--- config.mk ---
export PLATFORM = sky130hd
export DESIGN_NAME = actuator_scheduler
export DESIGN_NICKNAME = d
export VERILOG_FILES = /design/src/rtl/actuator_scheduler.sv
export SDC_FILE = /design/constraint.sdc
export NUM_CORES = 1
export LEC_CHECK = 0
export ABC_CLOCK_PERIOD_IN_PS = 4700
export BUFFER_PORTS_ARGS = -buffer_cell sky130_fd_sc_hd__buf_2
export CORE_MARGIN = 4
export CORE_UTILIZATION = 39
export DETAILED_ROUTE_END_ITERATION = 6
export SLEW_MARGIN = 15
export SYNTH_ARGS = -nofsm -noshare
export SYNTH_HDL_FRONTEND = slang
export SYNTH_SLANG_ARGS = --single-unit
--- constraint.sdc ---
create_clock -name clk -period 4.7 [get_ports clk]
set_clock_uncertainty 0.15 [all_clocks]
set_input_delay 0.94 -clock clk [delete_from_list [all_inputs] [get_ports clk]]
set_output_delay 0.94 -clock clk [all_outputs]
set_load 0.05 [all_outputs]
--- src/rtl/actuator_scheduler.sv ---
// actuator_scheduler: grants one of six actuators at a time. The alarm buzzer
// (req[2]) always wins; the other requesters share round-robin. Each grant is
// held for a dwell period and followed by an all-off guard gap.
// Optional feature: define HVAC_INTERLOCK_EN to add the heater/cooler
// interlock (simultaneous-request conflict and changeover lockout).
module actuator_scheduler #(
  parameter int DWELL_CYCLES   = 8,
  parameter int GUARD_CYCLES   = 2,
  parameter int LOCKOUT_CYCLES = 16
) (
  input  logic       clk,
  input  logic       reset,
  input  logic [5:0] req,
  output logic [5:0] grant,
  output logic [2:0] code,
  output logic       busy,
  output logic       preempted,
  output logic       conflict
);

  typedef enum logic [1:0] {IDLE, GRANT, GUARD} state_t;

  state_t     state_reg, state_next;
  logic [5:0] grant_reg, grant_next;
  logic [2:0] code_reg, code_next;
  logic       busy_reg, busy_next;
  logic       preempt_reg, preempt_next;
  logic [7:0] dwell_reg, dwell_next;
  logic [3:0] guard_reg, guard_next;
  logic [2:0] rr_reg, rr_next;

  logic [5:0] eligible;
  logic       pick_valid;
  logic [2:0] pick_idx;
  logic [3:0] cand;
  logic       try_start;

`ifdef HVAC_INTERLOCK_EN
  logic [7:0] lock_reg, lock_next;
  logic       lock_cooler_reg, lock_cooler_next;

  assign conflict = req[4] & req[5];

  // Mask heater/cooler when both ask at once, or when the other side ran recently.
  always_comb begin
    eligible = req;
    if (req[4] && req[5]) begin
      eligible[5:4] = 2'b00;
    end else if (lock_reg != 8'd0) begin
      if (lock_cooler_reg) eligible[5] = 1'b0;
      else                 eligible[4] = 1'b0;
    end
  end

  // Lockout counts down continuously; it reloads when a heater/cooler grant ends.
  always_comb begin
    lock_next        = (lock_reg == 8'd0) ? 8'd0 : lock_reg - 8'd1;
    lock_cooler_next = lock_cooler_reg;
    if ((grant_reg[5:4] != 2'b00) && (grant_next[5:4] == 2'b00)) begin
      lock_next        = 8'(LOCKOUT_CYCLES);
      lock_cooler_next = grant_reg[4];
    end
  end

  // Lockout state register.
  always_ff @(posedge clk or negedge reset) begin
    if (!reset) begin
      lock_reg        <= 8'd0;
      lock_cooler_reg <= 1'b0;
    end else begin
      lock_reg        <= lock_next;
      lock_cooler_reg <= lock_cooler_next;
    end
  end
`else
  assign eligible = req;
  assign conflict = 1'b0;
`endif

  // Winner selection: alarm first, else first eligible bit after the last grant.
  always_comb begin
    pick_valid = 1'b0;
    pick_idx   = 3'd0;
    cand       = 4'd0;
    if (eligible[2]) begin
      pick_valid = 1'b1;
      pick_idx   = 3'd2;
    end else begin
      for (int k = 1; k <= 6; k++) begin
        cand = {1'b0, rr_reg} + 4'(k);
        if (cand >= 4'd6) cand = cand - 4'd6;
        if (!pick_valid && eligible[cand[2:0]]) begin
          pick_valid = 1'b1;
          pick_idx   = cand[2:0];
        end
      end
    end
  end

  // Next-state and registered-output logic.
  always_comb begin
    state_next   = state_reg;
    grant_next   = grant_reg;
    dwell_next   = dwell_reg;
    guard_next   = guard_reg;
    rr_next      = rr_reg;
    preempt_next = 1'b0;
    try_start    = 1'b0;
    code_next    = 3'd0;

    case (state_reg)
      IDLE: try_start = 1'b1;
      GRANT: begin
        if ((grant_reg & req) == 6'd0 || (!grant_reg[2] && req[2])) begin
          // Requester let go, or alarm cut in on a non-alarm grant.
          state_next   = GUARD;
          grant_next   = 6'd0;
          guard_next   = 4'(GUARD_CYCLES - 1);
          preempt_next = !grant_reg[2] && req[2] && ((grant_reg & req) != 6'd0);
        end else if (grant_reg[2]) begin
          dwell_next = 8'(DWELL_CYCLES - 1);
        end else if (dwell_reg == 8'd0) begin
          state_next = GUARD;
          grant_next = 6'd0;
          guard_next = 4'(GUARD_CYCLES - 1);
        end else begin
          dwell_next = dwell_reg - 8'd1;
        end
      end
      GUARD: begin
        grant_next = 6'd0;
        if (guard_reg == 4'd0) try_start = 1'b1;
        else                   guard_next = guard_reg - 4'd1;
      end
      default: begin
        state_next = IDLE;
        grant_next = 6'd0;
      end
    endcase

    if (try_start) begin
      if (pick_valid) begin
        state_next = GRANT;
        grant_next = 6'b000001 << pick_idx;
        dwell_next = 8'(DWELL_CYCLES - 1);
        if (pick_idx != 3'd2) rr_next = pick_idx;
      end else begin
        state_next = IDLE;
        grant_next = 6'd0;
      end
    end

    for (int i = 0; i < 6; i++) begin
      if (grant_next[i]) code_next = 3'(i + 1);
    end
    busy_next = (state_next != IDLE);
  end

  // State and output registers; reset drops any grant at once.
  always_ff @(posedge clk or negedge reset) begin
    if (!reset) begin
      state_reg   <= IDLE;
      grant_reg   <= 6'd0;
      code_reg    <= 3'd0;
      busy_reg    <= 1'b0;
      preempt_reg <= 1'b0;
      dwell_reg   <= 8'd0;
      guard_reg   <= 4'd0;
      rr_reg      <= 3'd5;
    end else begin
      state_reg   <= state_next;
      grant_reg   <= grant_next;
      code_reg    <= code_next;
      busy_reg    <= busy_next;
      preempt_reg <= preempt_next;
      dwell_reg   <= dwell_next;
      guard_reg   <= guard_next;
      rr_reg      <= rr_next;
    end
  end

  assign grant     = grant_reg;
  assign code      = code_reg;
  assign busy      = busy_reg;
  assign preempted = preempt_reg;

endmodule

==> out/qor.csv, run 1 <==
stage,metric,value,unit
worst_setup_path,endpoint,code[1],
synthesis,synthTopCellsByArea,"dfrtp_1 26%, ha_1 8.0%, nand2_1 4.5%",
worst_setup_path,reg2reg_from,rr_reg[0],
clock_tree,cts-resized-gates,0,
die,die_y,88.12,µm
status,status,"complete, no violations",
clock_tree,root_buffer,clkbuf_8,
worst_setup_path,timing.rr.end,code[1],
worst_setup_path,crit_slowest_cell,dfstp_2,
synthesis,ys_seq_elements,28,
grt,grt_antenna_before_repair,0,
worst_setup_path,startpoint_type,flop,
synthesis,synthFlopType,dfrtp_1,
worst_hold_path,hold_class,reg2reg,
clock_tree,numCtsBuffers,3,
finish,drive_above_1_share,0.1528,
synthesis,ys_types,73,
finish,diodes,0,
clock_tree,clkLatencyLatePin,270,ps
worst_setup_path,crit_arrival,3990,ps
worst_setup_path,reg2reg_slack,730,ps
worst_setup_path,startpoint,rr_reg[0],
sta,tns,0,ps
detailed_routing,route.antenna.remaining_nets,0,
clock_tree,clkSinkCount,28,
synthesis,synth_top_area_share,0.2599,
die,coreArea,0.006061,mm²
sta,slew_headroom,0.5869,
synthesis,syn_inst,288,
worst_setup_path,critPathCaptureType,flop,
grt,grt-ovfl-total,0,
worst_setup_path,cp_cell_sequence,buf_4 -> ha_1 -> xor2_4 -> mux2i_2 -> mux2i_1 -> a211o_1 -> nor4_2 -> or3_1 -> nor2_2 -> a311o_1 -> a31o_1,
grt,grt_pass1_vias,2153,
sta,hold_viol_final,0,
clock_tree,clkTransAtPathRegs,90,ps
synthesis,synth_fp_nets,312,
grt,grt_start_max_net_pins,29,
sta,slew_violations,0,
sta,hold_ws,372.8,ps
sta,grt_setup_unrepaired,false,
worst_setup_path,r2r_cells,11,
synthesis,synth_area,0.002504,mm²
worst_setup_path,crit_type,reg2reg,
sta,fmax,252.0,MHz
synthesis,synth_top_area_cell,dfrtp_1,
sta,layout_min_cycle_time,3969,ps
synthesis,yosysSeqAreaShare,0.2809,
finish,largest_reg_flops,8,
finish,fin_nets,326,
detailed_routing,drt-total-wl,6074,µm
job,drv_cap,0,
synthesis,yosysMostFrequentCell,nand2_1,
synthesis,ys_warn_count,0,
finish,syn_to_final_growth,6.747,%
synthesis,async_flop_share,1.000,
clock_tree,cts_tree,done,
clock_tree,clock_path_buffers,2,
sta,period_share,0.8445,
place,hpwl,4642,µm
place,routabilityCongestion,0.8730,
synthesis,synthTopCellsByCount,"30 x nand2_1, 26 x dfrtp_1, 24 x nor2_1",
clock_tree,htreeDepth,1,
worst_setup_path,critPathMaxFanout,26,
clock_tree,cts_setup_buffers,0,
synthesis,avgSynthCellArea,8.693,µm²
detailed_routing,routedWlPerCell,16.15,µm
finish,fillers,613,
synthesis,synth_enable_flop_cells,0,
worst_setup_path,crit_required,4720,ps
clock_tree,postCtsHoldBufs,0,
die,rows,28,
worst_setup_path,slowest_delay,530,ps
sta,worst_slew_pin_slew,614.5,ps
detailed_routing,dr.pass1.iters,4,
detailed_routing,drt_iter0_markers,137,
place,port-buffer-count,18,
die,die-area,0.007765,mm²
sta,setup_viol,0,
detailed_routing,drc,0,
detailed_routing,vias_per_cell,5.870,
die,pin_count,20,
grt,grt_pass1_wl,10390,µm
grt,grt_use_total,0.1665,
detailed_routing,vias,2207,
die,die-width,88.12,µm
die,start_util,0.4131,
[worst min path at each step]
stage / from / end / slack [ps] / cells after the start
after floorplan: guard_reg[3] / guard_reg[3] / 320 / 1
after global placement: guard_reg[3] / guard_reg[3] / 340 / 1
after detailed placement: guard_reg[3] / guard_reg[3] / 360 / 1
after CTS: guard_reg[3] / guard_reg[3] / 380 / 1
after global routing: guard_reg[3] / guard_reg[3] / 400 / 1
final: guard_reg[3] / guard_reg[3] / 370 / 1
[logic make-up after synthesis]
kind of cell    after synthesis  synth area share
compound gates               80            0.2394
xor+xnor                      9           0.03898
fa+ha+maj                    16           0.07996
buf+inv                      28           0.05697
flops                        28            0.2809
mux                          17           0.07996
other cells                   1          0.001498
simple gates                109            0.2224
[critical path, delay by kind of cell, from the launching register on]
| family | cells | cell delay [ps] |
|---|---|---|
| AO/OA/AOI/OAI | 3 | 950 |
| flip-flops | 1 | 530 |
| AND/OR/NAND/NOR | 3 | 660 |
| multiplexers | 2 | 630 |
| XOR/XNOR | 1 | 280 |
| adder cells (fa/ha/maj) | 1 | 370 |
| buffers and inverters | 1 | 300 |
[layer usage]
layer	vias to the layer above	part of all wire	GRT usage	routed length (µm)
met5	-	0	0	0
met4	0	0.0059	0.03434	36
li1	1096	-	-	-
met2	48	0.51	0.2993	3068
met1	1059	0.46	0.2182	2808
met3	4	0.027	0.01411	161
[layout make-up]
cell class	count	area, µm²	area share
multi-input combinational	232	1658	0.6203
sequential	28	703.2	0.2631
timing repair buffer	21	112.6	0.04213
tap	75	93.84	0.03511
inverter	16	60.06	0.02247
clock buffer	4	45.04	0.01685
[layout by cell type, fill, tap and decap left out, types with 3 or more instances in the layout]
| cell type | netlist | routed |
|---|---|---|
| ha_1 | 16 | 16 |
| o21ai_0 | 11 | 11 |
| nor3_1 | 11 | 11 |
| o21a_1 | 3 | 3 |
| mux2i_1 | 7 | 7 |
| buf_4 | 1 | 3 |
| a22oi_1 | 5 | 5 |
| o31ai_1 | 4 | 4 |
| a21oi_1 | 10 | 10 |
| o22ai_1 | 3 | 3 |
| buf_2 | 3 | 18 |
| and3_1 | 4 | 4 |
| nor2_1 | 24 | 24 |
| o311a_1 | 3 | 3 |
| nor4_1 | 4 | 4 |
| nand2b_1 | 3 | 3 |
| or2_2 | 3 | 3 |
| nand3_1 | 5 | 5 |
| a31oi_1 | 4 | 4 |
| a21o_1 | 3 | 3 |
| nand2_1 | 30 | 30 |
| xnor2_1 | 6 | 6 |
| mux2_2 | 6 | 6 |
| clkbuf_8 | 0 | 3 |
| o211ai_1 | 5 | 5 |
| and2_1 | 5 | 5 |
| nor2b_1 | 5 | 5 |
| inv_1 | 16 | 16 |
| dfrtp_1 | 26 | 26 |
[through the flow]
step           instance area (µm²)  instances    util  worst slack [ps]
2_1_floorplan                 2504        288       -              1050
3_5_place_dp                  2628        372  0.4335             779.8
4_1_cts                       2673        376  0.4410             769.8
3_3_place_gp                  2628        372  0.4335             814.0
6_report                      2673        376  0.4410             731.0
5_1_grt                       2673        376  0.4410             502.9
Power of run 1 is not shown: default switching activity piles up to over one toggle a cycle in this logic, so the estimate is an artifact.
==> run 2, diff against run 1 <==
--- a/config.mk
+++ b/config.mk
@@ -5,7 +5,7 @@
 export SDC_FILE = /design/constraint.sdc
 export NUM_CORES = 1
 export LEC_CHECK = 0
-export ABC_CLOCK_PERIOD_IN_PS = 4700
+export ABC_CLOCK_PERIOD_IN_PS = 4100
 export BUFFER_PORTS_ARGS = -buffer_cell sky130_fd_sc_hd__buf_2
 export CORE_MARGIN = 4
 export CORE_UTILIZATION = 39
==> constraint.sdc (replaced) <==
create_clock -name clk -period 4.1 [get_ports clk]
set_clock_uncertainty 0.15 [all_clocks]
set_input_delay 0.82 -clock clk [delete_from_list [all_inputs] [get_ports clk]]
set_output_delay 0.82 -clock clk [all_outputs]
set_load 0.05 [all_outputs]
==> out/qor.csv, run 2 (same netlist as run 1, synthesis figures left out) <==
stage,metric,value,unit
status,status,"complete, no violations",
clock_tree,htreeDepth,1,
finish,drive_above_1_share,0.1645,
sta,hold_viol_final,0,
sta,setup_viol,0,
die,die-area,0.007765,mm²
sta,layout_min_cycle_time,3703,ps
clock_tree,cts_setup_buffers,0,
finish,fillers,597,
sta,tns,0,ps
grt,grt_pass1_wl,10140,µm
sta,period_share,0.9032,
die,die_y,88.12,µm
detailed_routing,drt_iter0_markers,149,
sta,hold_ws,368.9,ps
finish,layout_common_cells,"30 x nand2_1, 26 x dfrtp_1, 24 x nor2_1, 18 x buf_2",
die,pin_count,20,
grt,grt-ovfl-total,0,
detailed_routing,drc,0,
finish,diodes,0,
sta,slew_headroom,0.5914,
worst_setup_path,r2r_cells,11,
worst_setup_path,startpoint_type,flop,
worst_hold_path,holdPathStages,1,
detailed_routing,routedWlPerCell,16.06,µm
detailed_routing,vias,2257,
finish,layout_commonest_cell,nand2_1,
clock_tree,clkSinkCount,28,
sta,slew_violations,0,
worst_setup_path,crit_required,4120,ps
worst_setup_path,reg2reg_from,rr_reg[0],
clock_tree,clkTransAtPathRegs,90,ps
clock_tree,clock_path_buffers,2,
job,drv_cap,0,
place,hpwl,4689,µm
grt,grt_pass1_vias,2128,
worst_setup_path,timing.rr.end,code[1],
worst_setup_path,critPathCaptureType,flop,
detailed_routing,dr_wl_met3,152,µm
worst_setup_path,crit_arrival,3720,ps
worst_hold_path,min_from,guard_reg[3],
die,start_util,0.4131,
clock_tree,postCtsHoldBufs,0,
worst_setup_path,critPathMaxFanout,16,
clock_tree,clkLatencyLatePin,270,ps
clock_tree,root_buffer,clkbuf_8,
place,port-buffer-count,18,
finish,largest_reg_flops,8,
sta,fmax,270.1,MHz
worst_hold_path,hold_class,reg2reg,
worst_hold_path,whs_endpoint,guard_reg[3],
detailed_routing,route.antenna.remaining_nets,0,
detailed_routing,dr.pass1.iters,4,
detailed_routing,drt-total-wl,6085,µm
die,rows,28,
detailed_routing,vias_per_cell,5.955,
clock_tree,numCtsBuffers,3,
clock_tree,cts_tree,done,
detailed_routing,wl_met1,2818,µm
sta,grt_setup_unrepaired,false,
place,routabilityCongestion,0.8844,
grt,grt_use_total,0.1646,
sta,worst_slew_pin_slew,607.9,ps
grt,grt_antenna_before_repair,0,
die,die-width,88.12,µm
finish,fin_nets,329,
worst_setup_path,reg2reg_slack,400,ps
grt,grt_start_max_net_pins,29,
detailed_routing,wl_met2,2951,µm
detailed_routing,top_layer,met4,
worst_setup_path,crit_type,reg2reg,
die,coreArea,0.006061,mm²
finish,syn_to_final_growth,7.946,%
run 2: cell types whose count changed in the layout (fill, tap and decap cells not counted):
cell,before,now
buf_4,3,6
xnor2_1,6,5
xnor2_2,0,1
run 2: per-stage QoR:
step                      instance area (µm²)  setup slack [ps]  utilization  cells
final                                    2703             397.0       0.4459    379
after global routing                     2703             125.7       0.4459    379
after floorplan                          2504             450.3            -    288
after detailed placement                 2650             417.2       0.4372    375
after CTS                                2695             411.5       0.4447    379
after global placement                   2650             414.1       0.4372    375
run 2: final cells by class:
| cell class | instances | area (µm²) | area share |
|---|---|---|---|
| Clock buffer | 4 | 45.04 | 0.01667 |
| Multi-Input combinational cell | 232 | 1665 | 0.6162 |
| Inverter | 16 | 60.06 | 0.02222 |
| Tap cell | 75 | 93.84 | 0.03472 |
| Timing Repair Buffer | 24 | 135.1 | 0.05000 |
| Sequential cell | 28 | 703.2 | 0.2602 |
run 2: repair_timing:
item / CTS / global route
resized for setup: 0 / 1
hold endpoints to repair: 0 / 0
setup endpoints to repair: 0 / 1
run 2: how the worst max path moves through the flow:
| stage | slack [ps] | cells past startpoint | from | endpoint |
|---|---|---|---|---|
| floorplan | 450 | 15 | rr_reg[0] | code[1] |
| global placement | 410 | 10 | req[2] | code[1] |
| detailed placement | 420 | 10 | req[2] | code[1] |
| CTS | 410 | 11 | rr_reg[0] | code[1] |
| global route | 130 | 11 | rr_reg[0] | code[1] |
| finish | 400 | 11 | rr_reg[0] | code[1] |
run 2: worst max-delay path, stage by stage, from the launching register on:
cell and delay (ps):
dfstp_2 600, inv_1 140, ha_1 400, buf_4 220
or4_1 520, nand3_1 160, a21oi_1 110, nor4_2 380
or3_1 270, nor2_2 80, a311o_1 360, a31o_1 210
run 2: routing by layer:
| metal | GRT usage | vias to the layer above |
|---|---|---|
| met5 | 0 | - |
| met4 | 0.07005 | 0 |
| met3 | 0.01505 | 15 |
| met2 | 0.2795 | 44 |
| met1 | 0.2141 | 1100 |
| li1 | - | 1098 |
Power of run 2 is left out for the same reason.
